===== src/rtl/zlib_frame_ctrl_pkg.sv =====
// Shared constants and FSM encoding for the PNG zlib frame sequencer.
package zlib_frame_ctrl_pkg;

    localparam int unsigned ADLER_MOD     = 65521;
    localparam int unsigned PIX_BYTES_MAX = 4;

    typedef enum logic [2:0] {
        ST_IDLE  = 3'd0,
        ST_START = 3'd1,
        ST_FILT  = 3'd2,
        ST_PIX   = 3'd3,
        ST_CHK   = 3'd4,
        ST_WAIT  = 3'd5
    } state_t;

endpackage


===== src/rtl/zlib_frame_ctrl_adler32_acc.sv =====
// Adler-32 accumulator: folds one byte per enabled cycle, clear restarts at s1=1,s2=0.
// Result visible the cycle after the byte is presented; no backpressure.
module adler32_acc
    import zlib_frame_ctrl_pkg::*;
(
    input  logic        clk,
    input  logic        rstn,
    input  logic        en_i,
    input  logic        clr_i,
    input  logic [7:0]  dat_i,
    output logic [31:0] sum_o
);

    logic [15:0] s1_q, s2_q;
    logic [16:0] s1_sum, s2_sum;
    logic [15:0] s1_n, s2_n;

    // Both partial sums stay below 2*ADLER_MOD, so one subtract brings them in range.
    always_comb begin
        s1_sum = {1'b0, s1_q} + {9'd0, dat_i};
        s1_n   = (s1_sum >= 17'(ADLER_MOD)) ? 16'(s1_sum - 17'(ADLER_MOD)) : s1_sum[15:0];
        s2_sum = {1'b0, s2_q} + {1'b0, s1_n};
        s2_n   = (s2_sum >= 17'(ADLER_MOD)) ? 16'(s2_sum - 17'(ADLER_MOD)) : s2_sum[15:0];
    end

    always_ff @(posedge clk or negedge rstn) begin
        if (!rstn) begin
            s1_q <= 16'd1;
            s2_q <= 16'd0;
        end else if (clr_i) begin
            s1_q <= 16'd1;
            s2_q <= 16'd0;
        end else if (en_i) begin
            s1_q <= s1_n;
            s2_q <= s2_n;
        end
    end

    assign sum_o = {s2_q, s1_q};

endmodule


===== src/rtl/zlib_frame_ctrl.sv =====
// Sequences one PNG image: emits filter+pixel bytes to LZ77, computes Adler-32, holds it until encoder done.
// First byte valid 2 cycles after start; 1 byte/cycle, stalls on byte_rdy_i and pix_val_i.
module zlib_frame_ctrl
    import zlib_frame_ctrl_pkg::*;
#(
    parameter int W_WD   = 16,
    parameter int H_WD   = 16,
    parameter int PIX_WD = 32
) (
    input  logic              clk,
    input  logic              rstn,
    input  logic              start_i,
    input  logic [W_WD-1:0]   width_i,
    input  logic [H_WD-1:0]   height_i,
    input  logic [2:0]        bpp_i,
    input  logic              pix_val_i,
    input  logic [PIX_WD-1:0] pix_dat_i,
    output logic              pix_rdy_o,
    output logic              byte_val_o,
    output logic [7:0]        byte_dat_o,
    output logic              byte_lst_o,
    input  logic              byte_rdy_i,
    output logic              enc_start_o,
    input  logic              enc_done_i,
    output logic              adler_val_o,
    output logic [31:0]       adler_o,
    output logic              busy_o,
    output logic              err_o
);

    state_t state_q, state_d;

    logic [W_WD-1:0]   width_q, col_q;
    logic [H_WD-1:0]   height_q, row_q;
    logic [2:0]        bpp_q;
    logic [1:0]        bidx_q;
    logic [PIX_WD-1:0] pix_buf_q;
    logic              buf_full_q;
    logic [31:0]       adler_q;
    logic              adler_val_q;
    logic              err_q;

    logic        cfg_ok, xfer, last_byte, last_col, last_row, pix_done, pix_load;
    logic [1:0]  sel;
    logic [31:0] sum;

    assign cfg_ok = (width_i != '0) && (height_i != '0) && (bpp_i != 3'd0)
                    && (bpp_i <= 3'(PIX_BYTES_MAX));

    assign last_byte = ({1'b0, bidx_q} == (bpp_q - 3'd1));
    assign last_col  = (col_q == (width_q - W_WD'(1)));
    assign last_row  = (row_q == (height_q - H_WD'(1)));

    assign byte_val_o = (state_q == ST_FILT) || ((state_q == ST_PIX) && buf_full_q);
    assign xfer       = byte_val_o && byte_rdy_i;
    assign pix_done   = (state_q == ST_PIX) && xfer && last_byte;

    // Reload during the final byte keeps 1 byte/cycle inside a row; a row's end always goes via FILT.
    assign pix_rdy_o  = (state_q == ST_PIX) && (!buf_full_q || (pix_done && !last_col));
    assign pix_load   = pix_val_i && pix_rdy_o;

    // Byte k of a pixel sits at [8*(bpp-k)-1 -: 8]; mod-4 arithmetic covers bpp=4.
    assign sel        = bpp_q[1:0] - 2'd1 - bidx_q;
    assign byte_dat_o = (state_q == ST_PIX) ? pix_buf_q[{sel, 3'b000} +: 8] : 8'h00;
    assign byte_lst_o = (state_q == ST_PIX) && buf_full_q && last_byte && last_col && last_row;

    assign enc_start_o = (state_q == ST_START);
    assign busy_o      = (state_q != ST_IDLE);
    assign adler_val_o = adler_val_q;
    assign adler_o     = adler_q;
    assign err_o       = err_q;

    always_comb begin
        state_d = state_q;
        case (state_q)
            ST_IDLE:  if (start_i && cfg_ok) state_d = ST_START;
            ST_START: state_d = ST_FILT;
            ST_FILT:  if (xfer) state_d = ST_PIX;
            ST_PIX:   if (pix_done && last_col) state_d = last_row ? ST_CHK : ST_FILT;
            ST_CHK:   state_d = ST_WAIT;
            ST_WAIT:  if (enc_done_i) state_d = ST_IDLE;
            default:  state_d = ST_IDLE;
        endcase
    end

    always_ff @(posedge clk or negedge rstn) begin
        if (!rstn) begin
            state_q <= ST_IDLE;
        end else begin
            state_q <= state_d;
        end
    end

    always_ff @(posedge clk or negedge rstn) begin
        if (!rstn) begin
            width_q     <= '0;
            height_q    <= '0;
            bpp_q       <= '0;
            err_q       <= 1'b0;
            row_q       <= '0;
            col_q       <= '0;
            bidx_q      <= '0;
            pix_buf_q   <= '0;
            buf_full_q  <= 1'b0;
            adler_q     <= '0;
            adler_val_q <= 1'b0;
        end else begin
            err_q <= (state_q == ST_IDLE) && start_i && !cfg_ok;

            if ((state_q == ST_IDLE) && start_i && cfg_ok) begin
                width_q  <= width_i;
                height_q <= height_i;
                bpp_q    <= bpp_i;
            end

            if (state_q == ST_START) begin
                row_q      <= '0;
                col_q      <= '0;
                bidx_q     <= '0;
                buf_full_q <= 1'b0;
            end else if ((state_q == ST_PIX) && xfer) begin
                if (last_byte) begin
                    bidx_q <= '0;
                    if (last_col) begin
                        col_q <= '0;
                        row_q <= row_q + H_WD'(1);
                    end else begin
                        col_q <= col_q + W_WD'(1);
                    end
                end else begin
                    bidx_q <= bidx_q + 2'd1;
                end
            end

            if (pix_load) begin
                pix_buf_q  <= pix_dat_i;
                buf_full_q <= 1'b1;
            end else if (pix_done) begin
                buf_full_q <= 1'b0;
            end

            if (state_q == ST_CHK) begin
                adler_q     <= sum;
                adler_val_q <= 1'b1;
            end else if ((state_q == ST_WAIT) && enc_done_i) begin
                adler_val_q <= 1'b0;
            end
        end
    end

    adler32_acc u_adler (
        .clk   (clk),
        .rstn  (rstn),
        .en_i  (xfer),
        .clr_i (state_q == ST_START),
        .dat_i (byte_dat_o),
        .sum_o (sum)
    );

endmodule

===== config.mk =====
export PLATFORM = sky130hd
export DESIGN_NAME = zlib_frame_ctrl
export DESIGN_NICKNAME = d
export VERILOG_FILES = /design/src/rtl/zlib_frame_ctrl_pkg.sv /design/src/rtl/zlib_frame_ctrl_adler32_acc.sv /design/src/rtl/zlib_frame_ctrl.sv
export SDC_FILE = /design/constraint.sdc
export NUM_CORES = 1
export LEC_CHECK = 0
export CAP_MARGIN = 40
export CORE_UTILIZATION = 58
export DETAILED_ROUTE_END_ITERATION = 8
export PLACE_DENSITY = 0.93
export SLEW_MARGIN = 15
export SYNTH_ARGS = -nofsm -noshare
export SYNTH_HDL_FRONTEND = slang
export SYNTH_SLANG_ARGS = --single-unit

===== constraint.sdc =====
create_clock -name clk -period 16.6 [get_ports clk]
set_clock_uncertainty 0.05 [all_clocks]
set_input_delay 1.66 -clock clk [delete_from_list [all_inputs] [get_ports clk]]
set_output_delay 1.66 -clock clk [all_outputs]
set_load 0.05 [all_outputs]

# == Word level (Yosys, flattened, before mapping) ==
# Cells that the tools add are included.
# W data, S select, Z words.
# word_totals
regBits,171
input_bits,73
out_inout_bits,47
word_cells,109
# op_classes
addsub,12
magnitude_cmp,3
eq_ne,12
n_shift,1
n_mux,29
n_reduce_logical,38
# op_table
op,count
$mux W16,14
$ge A17 B16 Y1 const B,2
$add A16 B1 Y16 const B,2
$eq A16 B16 Y1,2
$reduce_bool A16 Y1,2
$shiftx A32 B6 Y8,1
$sub A16 B1 Y16 const B,2
$sub A16 B16 Y16 const B,2
$logic_and A1 B1 Y1,19
$pmux W3 S6,1
$add A16 B16 Y17,1
$add A16 B8 Y17,1
$mux W3,5
$reduce_bool A2 Y1,5
$reduce_bool A3 Y1,3
$mux W8,1
$eq A3 B2 Y1 const B,2
$eq A3 B3 Y1 const B,2
$mux W2,3
$ne A2 B2 Y1 const B,3
$mux W1,5
$reduce_and A4 Y1,1
$eq A2 B3 Y1,1
$eq A3 B1 Y1 const B,1
11 further kinds,14

# == Logic depth before layout (Yosys ltp) ==
# Gate-level depths: netlist of run 1.
# logic_depth
ltp_word,12
ltp_mapped,29
mapped_depth_nobuf,28

# == Hierarchy ==
# Synthesis of run 1 repeated with hierarchy kept, for this count alone.
# hier_totals
hier_cells,1101
hier_area_um2,11130.7
# modules_own_cells
module,n_inst,cells_per_inst,area_per_inst_um2,seq_area_each_um2
zlib_frame_ctrl,1,647,7392.1,3478.3
adler32_acc,1,454,3738.6,802.0

# == Least setup slack after synthesis of run 1 ==
# No wires, ideal clock.
# synth_timing
path_type,reg-to-reg
start,register bidx_q[0]
end,register u_adler.s2_q[10]
setup_ps,132
t_arrival_ps,7352
required_ps,16418
slack_ps,9066
stages_incl_launch_ff,26
path_buffers,2
synth_period_minus_slack_ps,7534
cell_sequence,dfrtp_1 inv_1 ha_1 clkbuf_1 mux4_2 and2_1 ha_1 fa_1 a211oi_1 o21ai_1 a31o_1 xnor2_1 or3_1 or4b_4 a31o_2 ha_1 and3_1 a221oi_2 xnor2_1 a2111oi_0 nand3_1 o41ai_4 buf_6 nand2_1 xnor2_1 o21ai_1
# synth_between
elab_chain_len,11
elab_cells_between_ends,13
classes_between,add/sub: 5; order compare: 2; shift: 1; mux: 5
# synth_rtl
element,line,source
"start, declared",zlib_frame_ctrl.sv:36,logic [1:0] bidx_q;
"start signal, assigned",zlib_frame_ctrl.sv:131,bidx_q <= bidx_q + 2'd1;
$sub A2 B2 Y2 (*),zlib_frame_ctrl.sv:63,assign sel = bpp_q[1:0] - 2'd1 - bidx_q;
$shiftx A32 B6 Y8 (*),zlib_frame_ctrl.sv:64,"assign byte_dat_o = (state_q == ST_PIX) ? pix_buf_q[{sel, 3'b000} +: 8] : 8'h00;"
$mux W8 (*),zlib_frame_ctrl.sv:64,
net byte_dat_o[0],zlib_frame_ctrl.sv:20,"output logic [7:0] byte_dat_o,"
$add A16 B8 Y17 (*),zlib_frame_ctrl_adler32_acc.sv:20,"s1_sum = {1'b0, s1_q} + {9'd0, dat_i};"
$sub A16 B16 Y16 or $ge A17 B16 Y1 (tied branches),zlib_frame_ctrl_adler32_acc.sv:21,s1_n = (s1_sum >= 17'(ADLER_MOD)) ? 16'(s1_sum - 17'(ADLER_MOD)) : s1_sum[15:0];
$mux W16 (*),zlib_frame_ctrl_adler32_acc.sv:21,
$add A16 B16 Y17 (*),zlib_frame_ctrl_adler32_acc.sv:22,"s2_sum = {1'b0, s2_q} + {1'b0, s1_n};"
$sub A16 B16 Y16 or $ge A17 B16 Y1 (tied branches),zlib_frame_ctrl_adler32_acc.sv:23,s2_n = (s2_sum >= 17'(ADLER_MOD)) ? 16'(s2_sum - 17'(ADLER_MOD)) : s2_sum[15:0];
$mux W16 (*),zlib_frame_ctrl_adler32_acc.sv:23,
$mux W16 (*),zlib_frame_ctrl_adler32_acc.sv:33,end else if (en_i) begin
$mux W16 (*),zlib_frame_ctrl_adler32_acc.sv:30,end else if (clr_i) begin
"end signal, assigned",zlib_frame_ctrl_adler32_acc.sv:35,s2_q <= s2_n;
"end, declared",zlib_frame_ctrl_adler32_acc.sv:14,"logic [15:0] s1_q, s2_q;"
# The timed path passes the listed nets; every way through them passes the cells marked *. The select of a mux whose other input is x is not followed.
# A chain may end at the register's enable or synchronous reset.

# == Final worst setup path of run 1 ==
# layout_timing
start,register bidx_q[0]
end,register u_adler.s2_q[13]
# layout_between
elab_chain_len,11
elab_cells_between_ends,13
classes_between,add/sub: 5; order compare: 2; shift: 1; mux: 5
# layout_rtl
element,line
$sub A2 B2 Y2 (*),zlib_frame_ctrl.sv:63
$shiftx A32 B6 Y8 (*),zlib_frame_ctrl.sv:64
$mux W8 (*),zlib_frame_ctrl.sv:64
$add A16 B8 Y17 (*),zlib_frame_ctrl_adler32_acc.sv:20
$sub A16 B16 Y16 or $ge A17 B16 Y1 (tied branches),zlib_frame_ctrl_adler32_acc.sv:21
$mux W16 (*),zlib_frame_ctrl_adler32_acc.sv:21
$add A16 B16 Y17 (*),zlib_frame_ctrl_adler32_acc.sv:22
$sub A16 B16 Y16 or $ge A17 B16 Y1 (tied branches),zlib_frame_ctrl_adler32_acc.sv:23
$mux W16 (*),zlib_frame_ctrl_adler32_acc.sv:23
$mux W16 (*),zlib_frame_ctrl_adler32_acc.sv:33
$mux W16 (*),zlib_frame_ctrl_adler32_acc.sv:30
# Mark *: on every way between the ends. The rest lies on a longest branch, timed or not. The select of a mux whose other input is x is not followed.

==> results of run 1 <==
[synthesized netlist by cell type (8+ instances only)]
master / number
or3_1: 8
nor4_1: 22
nand3b_1: 8
nand2_1: 96
nand3_1: 32
nand4_1: 22
xor2_1: 42
mux2_1: 32
dfrtp_1: 170
nor3_1: 17
xnor2_1: 65
nor2b_1: 8
clkbuf_1: 35
mux2_2: 63
o21ai_1: 19
mux4_2: 8
a21oi_1: 51
nor2_1: 84
a21o_1: 12
inv_1: 23
mux2i_1: 11
ha_1: 36
and2_1: 15
nand2b_1: 15
and3_1: 24
o21ai_0: 31
a31oi_1: 13
[worst reg2reg max path: stages (launching register included)]
cell       delay (ns)
dfrtp_1          0.35
inv_1            0.08
ha_1             0.69
mux4_2           0.58
and2_1           0.18
ha_1             0.24
fa_1             0.44
a211oi_1         0.43
o21ai_1          0.20
xor2_1           0.36
nand3_1          0.16
or3_1            0.39
or4b_4           0.56
a31o_2           0.28
ha_1             0.37
and3_1           0.23
a221oi_2         0.48
xnor2_1          0.26
a2111oi_0        0.47
nand3_1          0.25
o41ai_4          0.88
nand3_1          0.22
xnor2_1          0.18
o21ai_1          0.16
[logic make-up after synthesis]
family	after synthesis	synth area share, %
mux	114	12.7
compound gates	201	12.4
simple gates	387	18.9
xor+xnor	107	8.73
flops	171	39.9
fa+ha+maj	38	4.57
buf+inv	71	2.86
[path summary, 6_finish.rpt]
path | from | endpoint | slack [ns] | depth (start not counted)
max | bidx_q[0] | u_adler.s2_q[13] | 8.03 | 23
min | adler_val_o | adler_val_o | 0.44 | 1
max reg2reg | bidx_q[0] | u_adler.s2_q[13] | 8.03 | 23
min reg2reg | adler_val_o | adler_val_o | 0.44 | 1
max in group asynchronous | rstn | pix_buf_q[21] | 14.49 | 3
min in group asynchronous | rstn | width_q[5] | 1.04 | 1
[layer usage]
layer | track usage (%) | vias up
met5 | 0 | -
met3 | 5.02 | 71
met2 | 51.7 | 399
li1 | - | 4145
met4 | 12.5 | 0
met1 | 37.4 | 4475
[metrics by stage]
stage               std cells  util (%)  cell area [µm²]  hold slack (ns)  setup slack, ns
floorplan                1089         -            10700            0.409             9.07
global placement         1396      66.8            12000            0.419             8.41
detailed placement       1398      67.2            12100            0.431             7.94
CTS                      1430      70.6            12700            0.443             7.82
global route             1431      70.6            12700            0.461             7.26
finish                   1431      70.6            12700            0.444             8.03
[cell type report]
type / instances / area, µm²
fillers: 1279 / 5300
flip-flops and latches: 171 / 4280
clock inverters: 12 / 170
clock buffers: 20 / 447
repair buffers: 129 / 1310
well taps: 229 / 287
inverters: 23 / 86.3
multi-input cells: 847 / 6150
[state kept, by name, indices dropped and copies added (netlist names), 16 cells and up]
name	count
u_adler.s2_q	16
width_q	16
row_q	16
adler_o	32
height_q	16
col_q	16
pix_buf_q	32
u_adler.s1_q	16
==> impl_metrics.json, run 1 <==
{
  "outcome": "completed",
  "dp_hpwl_um": 19700,
  "cts_setup_buffers": 0,
  "clk_pin_slew_worst_paths_ns": 0.07,
  "gr-total-overflow": 0,
  "synth-edff-count": 0,
  "synth_area_leaders": "dfrtp_1 (40%), mux2_2 (6.6%), xnor2_1 (5.3%)",
  "critPathMaxStageDelay_ns": 0.88,
  "nets": 1300,
  "syn_area_mm2": 0.0107,
  "cts_buffers": 17,
  "antenna_found_initial": 0,
  "grt_use_total_pct": 30.0,
  "wl_met3_um": 1810,
  "viasPerCell": 6.35,
  "avgRoutedWirePerCell_um": 19.6,
  "cpMaxStageDelayCell": "o41ai_4",
  "drcViolationCount": 0,
  "final_layout_size_suffix_gt1_share_pct": 11.6,
  "io_pins": 120,
  "insertion_delay_ns": 0.44,
  "portBuffers": 119,
  "yosys.cell_types.count": 79,
  "yosys_most_used_dff": "dfrtp_1",
  "hold_buffers": 0,
  "worst-path-max-fanout": 14,
  "htree_levels": 4,
  "required_ns": 16.91,
  "crit_family": "compound AO/OA/AOI/OAI gates",
  "wl_met1_um": 11400,
  "clock-sinks": 171,
  "finalHoldViolCount": 0,
  "clock.fmax_mhz": 117,
  "critPathCaptureType": "register",
  "die_y_um": 138,
  "diodes": 0,
  "drt-initial-drc-count": 815,
  "cp-start-kind": "register",
  "clockBufferDepth": 2,
  "grt_max_degree": 68,
  "synth_warnings": 0,
  "setup_viol": 0,
  "crit_arrival_ns": 8.88,
  "fin_crit_sh_pct": 51.6,
  "mostFrequentLayoutCells": "dfrtp_1 (170), clkdlybuf4s50_1 (118), nand2_1 (96), nor2_1 (82), xnor2_1 (65)",
  "cts_tree": "done",
  "highest-signal-layer": "met4",
  "period_needed_ns": 8.57,
  "die_area_mm2": 0.0191,
  "critPathKind": "register to register",
  "synth_area_per_cell_um2": 9.86,
  "initial_core_util_pct": 59.5,
  "layout_commonest_cell": "dfrtp_1",
  "clock-root-buffer": "clkbuf_16",
  "synth_fp_nets": 1200,
  "path_cells": "inv_1 -> ha_1 -> mux4_2 -> and2_1 -> ha_1 -> fa_1 -> a211oi_1 -> o21ai_1 -> xor2_1 -> nand3_1 -> or3_1 -> or4b_4 -> a31o_2 -> ha_1 -> and3_1 -> a221oi_2 -> xnor2_1 -> a2111oi_0 -> nand3_1 -> o41ai_4 -> nand3_1 -> xnor2_1 -> o21ai_1",
  "tns_ns": 0,
  "maxSlewViolCount": 0,
  "fp.dieW_um": 138,
  "wl_met2_um": 14000,
  "place.gp.congestion": 0.897,
  "critPathBufInv": 1,
  "synthesis.instances": 1089,
  "rsz0062_at_grt": "no",
  "grt_pass1_vias": 9226,
  "tightest_slew_ns": 0.864,
  "coreArea_mm2": 0.0180,
  "ant_nets": 0,
  "synth_top_area_share_pct": 39.6,
  "ys_seq_elements": 171,
  "area_growth_pct": 18.6,
  "maxCapViolCount": 0,
  "slew_headroom_pct": 42.2,
  "cts-resized-gates": 0,
  "hold_class": "register to register",
  "yosysSeqAreaShare_pct": 39.9,
  "drt_pass1_iterations": 5,
  "num_rows": 49,
  "grt_pass1_wl_um": 46300,
  "synth_largest_area_cell": "dfrtp_1",
  "drt-total-wl_um": 28000,
  "async_reset_ff_share_pct": 100,
  "via_count": 9090
}
Power of run 1 is not shown: default switching activity piles up to over one toggle a cycle in this logic, so the estimate is an artifact.
==> run 2: changes to the inputs <==
Settings changed: CORE_UTILIZATION 58 to 52, PLACE_DENSITY 0.93 to 0.89.
Clock period 16.6 ns to 7.4 ns, I/O delays scaled along.
==> run 2 against run 1 <==
Hold slack worse by 0.33 ns. Worst setup slack worse by 7.8 ns. Global-route usage down 3.2 points. Critical path depth up 7. Die area up 11%. Via count up 0.78%. Maximum frequency up 19%. First-iteration DRC count down 14%. Design area up 4.6%. Cell count up 5.9%.
==> impl_metrics.json, run 2 (synthesized netlist as in run 1, its figures left out) <==
{
  "area_growth_pct": 24.0,
  "hold_buffers": 0,
  "io_pins": 120,
  "cpMaxStageDelayCell": "nor4_1",
  "die_y_um": 146,
  "place.gp.congestion": 0.905,
  "via_count": 9161,
  "die_area_mm2": 0.0212,
  "avgRoutedWirePerCell_um": 18.7,
  "placed_area_mm2": 0.0124,
  "fin_crit_sh_pct": 97.5,
  "cp-start-kind": "register",
  "cts_tree": "done",
  "grt_use_total_pct": 26.8,
  "slew_headroom_pct": 45.2,
  "maxCapViolCount": 0,
  "cts_buffers": 17,
  "portBuffers": 119,
  "initial_core_util_pct": 53.0,
  "fp.dieW_um": 146,
  "drt-initial-drc-count": 700,
  "fin_area_mm2": 0.0133,
  "drt-total-wl_um": 28300,
  "setup_viol": 0,
  "worst_slack_ns": 0.183,
  "mostFrequentLayoutCells": "dfrtp_1 (170), clkdlybuf4s50_1 (118), nand2_1 (95), nor2_1 (81), mux2_2 (63)",
  "crit_arrival_ns": 7.49,
  "rr_startpoint": "bidx_q[0]",
  "utilization_pct": 65.8,
  "period_needed_ns": 7.22,
  "gr-total-overflow": 0,
  "outcome": "completed",
  "grt_pass1_vias": 9214,
  "critPathMaxStageDelay_ns": 0.43,
  "viasPerCell": 6.05,
  "clock-root-buffer": "clkbuf_16",
  "critPathKind": "register to register",
  "clk_pin_slew_worst_paths_ns": 0.07,
  "layout_commonest_cell": "dfrtp_1",
  "antenna_found_initial": 0,
  "clockBufferDepth": 2,
  "worst-path-max-fanout": 5,
  "grt_pass1_wl_um": 45500,
  "hold_class": "input port to async pin",
  "dp_hpwl_um": 19900,
  "drt_pass1_iterations": 5,
  "coreArea_mm2": 0.0202,
  "regToRegSetupSlack_ns": 0.18,
  "num_rows": 52,
  "final_layout_size_suffix_gt1_share_pct": 16.9,
  "nets": 1343,
  "reg2regPathDepth": 30,
  "clock.fmax_mhz": 139,
  "clock-sinks": 171,
  "path_common_cell": "buf_4",
  "diodes": 0,
  "timing.rr.end": "u_adler.s2_q[14]",
  "finalHoldViolCount": 0,
  "critPathCaptureType": "register",
  "place_ws_ns": -0.0425,
  "required_ns": 7.67,
  "maxSlewViolCount": 0,
  "insertion_delay_ns": 0.44,
  "drcViolationCount": 0,
  "grt_max_degree": 81,
  "ant_nets": 0,
  "fillerInstances": 1461,
  "htree_levels": 4,
  "tightest_slew_ns": 0.821
}
## run 2: cell types whose count changed in the layout (fill, tap and decap cells not counted), sizes merged
cell	previous run	this run
buf	11	54
inv	24	29
clkbuf	20	17
bufinv	4	2
clkinv	6	4
clkinvlp	1	3
## run 2: final cells by class
| cell class | instances | area, µm² | share of cell area [%] |
|---|---|---|---|
| Clock buffer | 17 | 425 | 3.20 |
| Clock inverter | 15 | 161 | 1.21 |
| Inverter | 23 | 86.3 | 0.649 |
| Multi-Input combinational cell | 847 | 6330 | 47.6 |
| Sequential cell | 171 | 4280 | 32.2 |
| Tap cell | 270 | 338 | 2.54 |
| Timing Repair Buffer | 172 | 1690 | 12.7 |
## run 2: how the worst max path moves through the flow
| stage | start | end | cells past startpoint |
|---|---|---|---|
| global route | bidx_q[0] | u_adler.s2_q[7] | 30 |
| global placement | bidx_q[0] | u_adler.s2_q[7] | 25 |
| finish | bidx_q[0] | u_adler.s2_q[14] | 30 |
| CTS | bidx_q[0] | u_adler.s2_q[7] | 28 |
| detailed placement | bidx_q[0] | u_adler.s2_q[7] | 28 |
| floorplan | bidx_q[0] | u_adler.s2_q[10] | 25 |
## run 2: timing repair
item                                    CTS  global route
endpoints found under the setup margin    3            16
setup buffers                             0            18
pin swaps                                 0            18
gates resized for setup                   1            34
cloned                                    0             1
## run 2: metrics by stage
stage / hold WS (ns) / TNS [ns] / instances
after floorplan: 0.394 / 0 / 1089
after detailed placement: 0.422 / -0.0517 / 1463
after global routing: 0.118 / -0.942 / 1515
final: 0.109 / 0 / 1515
after CTS: 0.111 / 0 / 1495
after global placement: 0.419 / 0 / 1459
## run 2: per-layer routing
layer	vias up	share of wire [%]	global-route usage [%]	routed length, µm
met5	-	0	0	0
met4	0	3.0	11.9	860
met3	84	6.0	4.26	1690
met2	363	50	46.6	14100
met1	4476	41	32.9	11600
li1	4238	-	-	-
## run 2: critical path: cells and delay by family (launching register included)
| family | cells | cell delay [ns] |
|---|---|---|
| adders and majority gates | 4 | 1.15 |
| and+or+nand+nor | 5 | 1.37 |
| AOI/OAI and AO/OA | 10 | 1.93 |
| xor gates and xnor gates | 5 | 1.04 |
| muxes | 1 | 0.31 |
| DFF | 1 | 0.37 |
| buffers and inverters | 5 | 0.86 |
Power of run 2 is left out for the same reason.
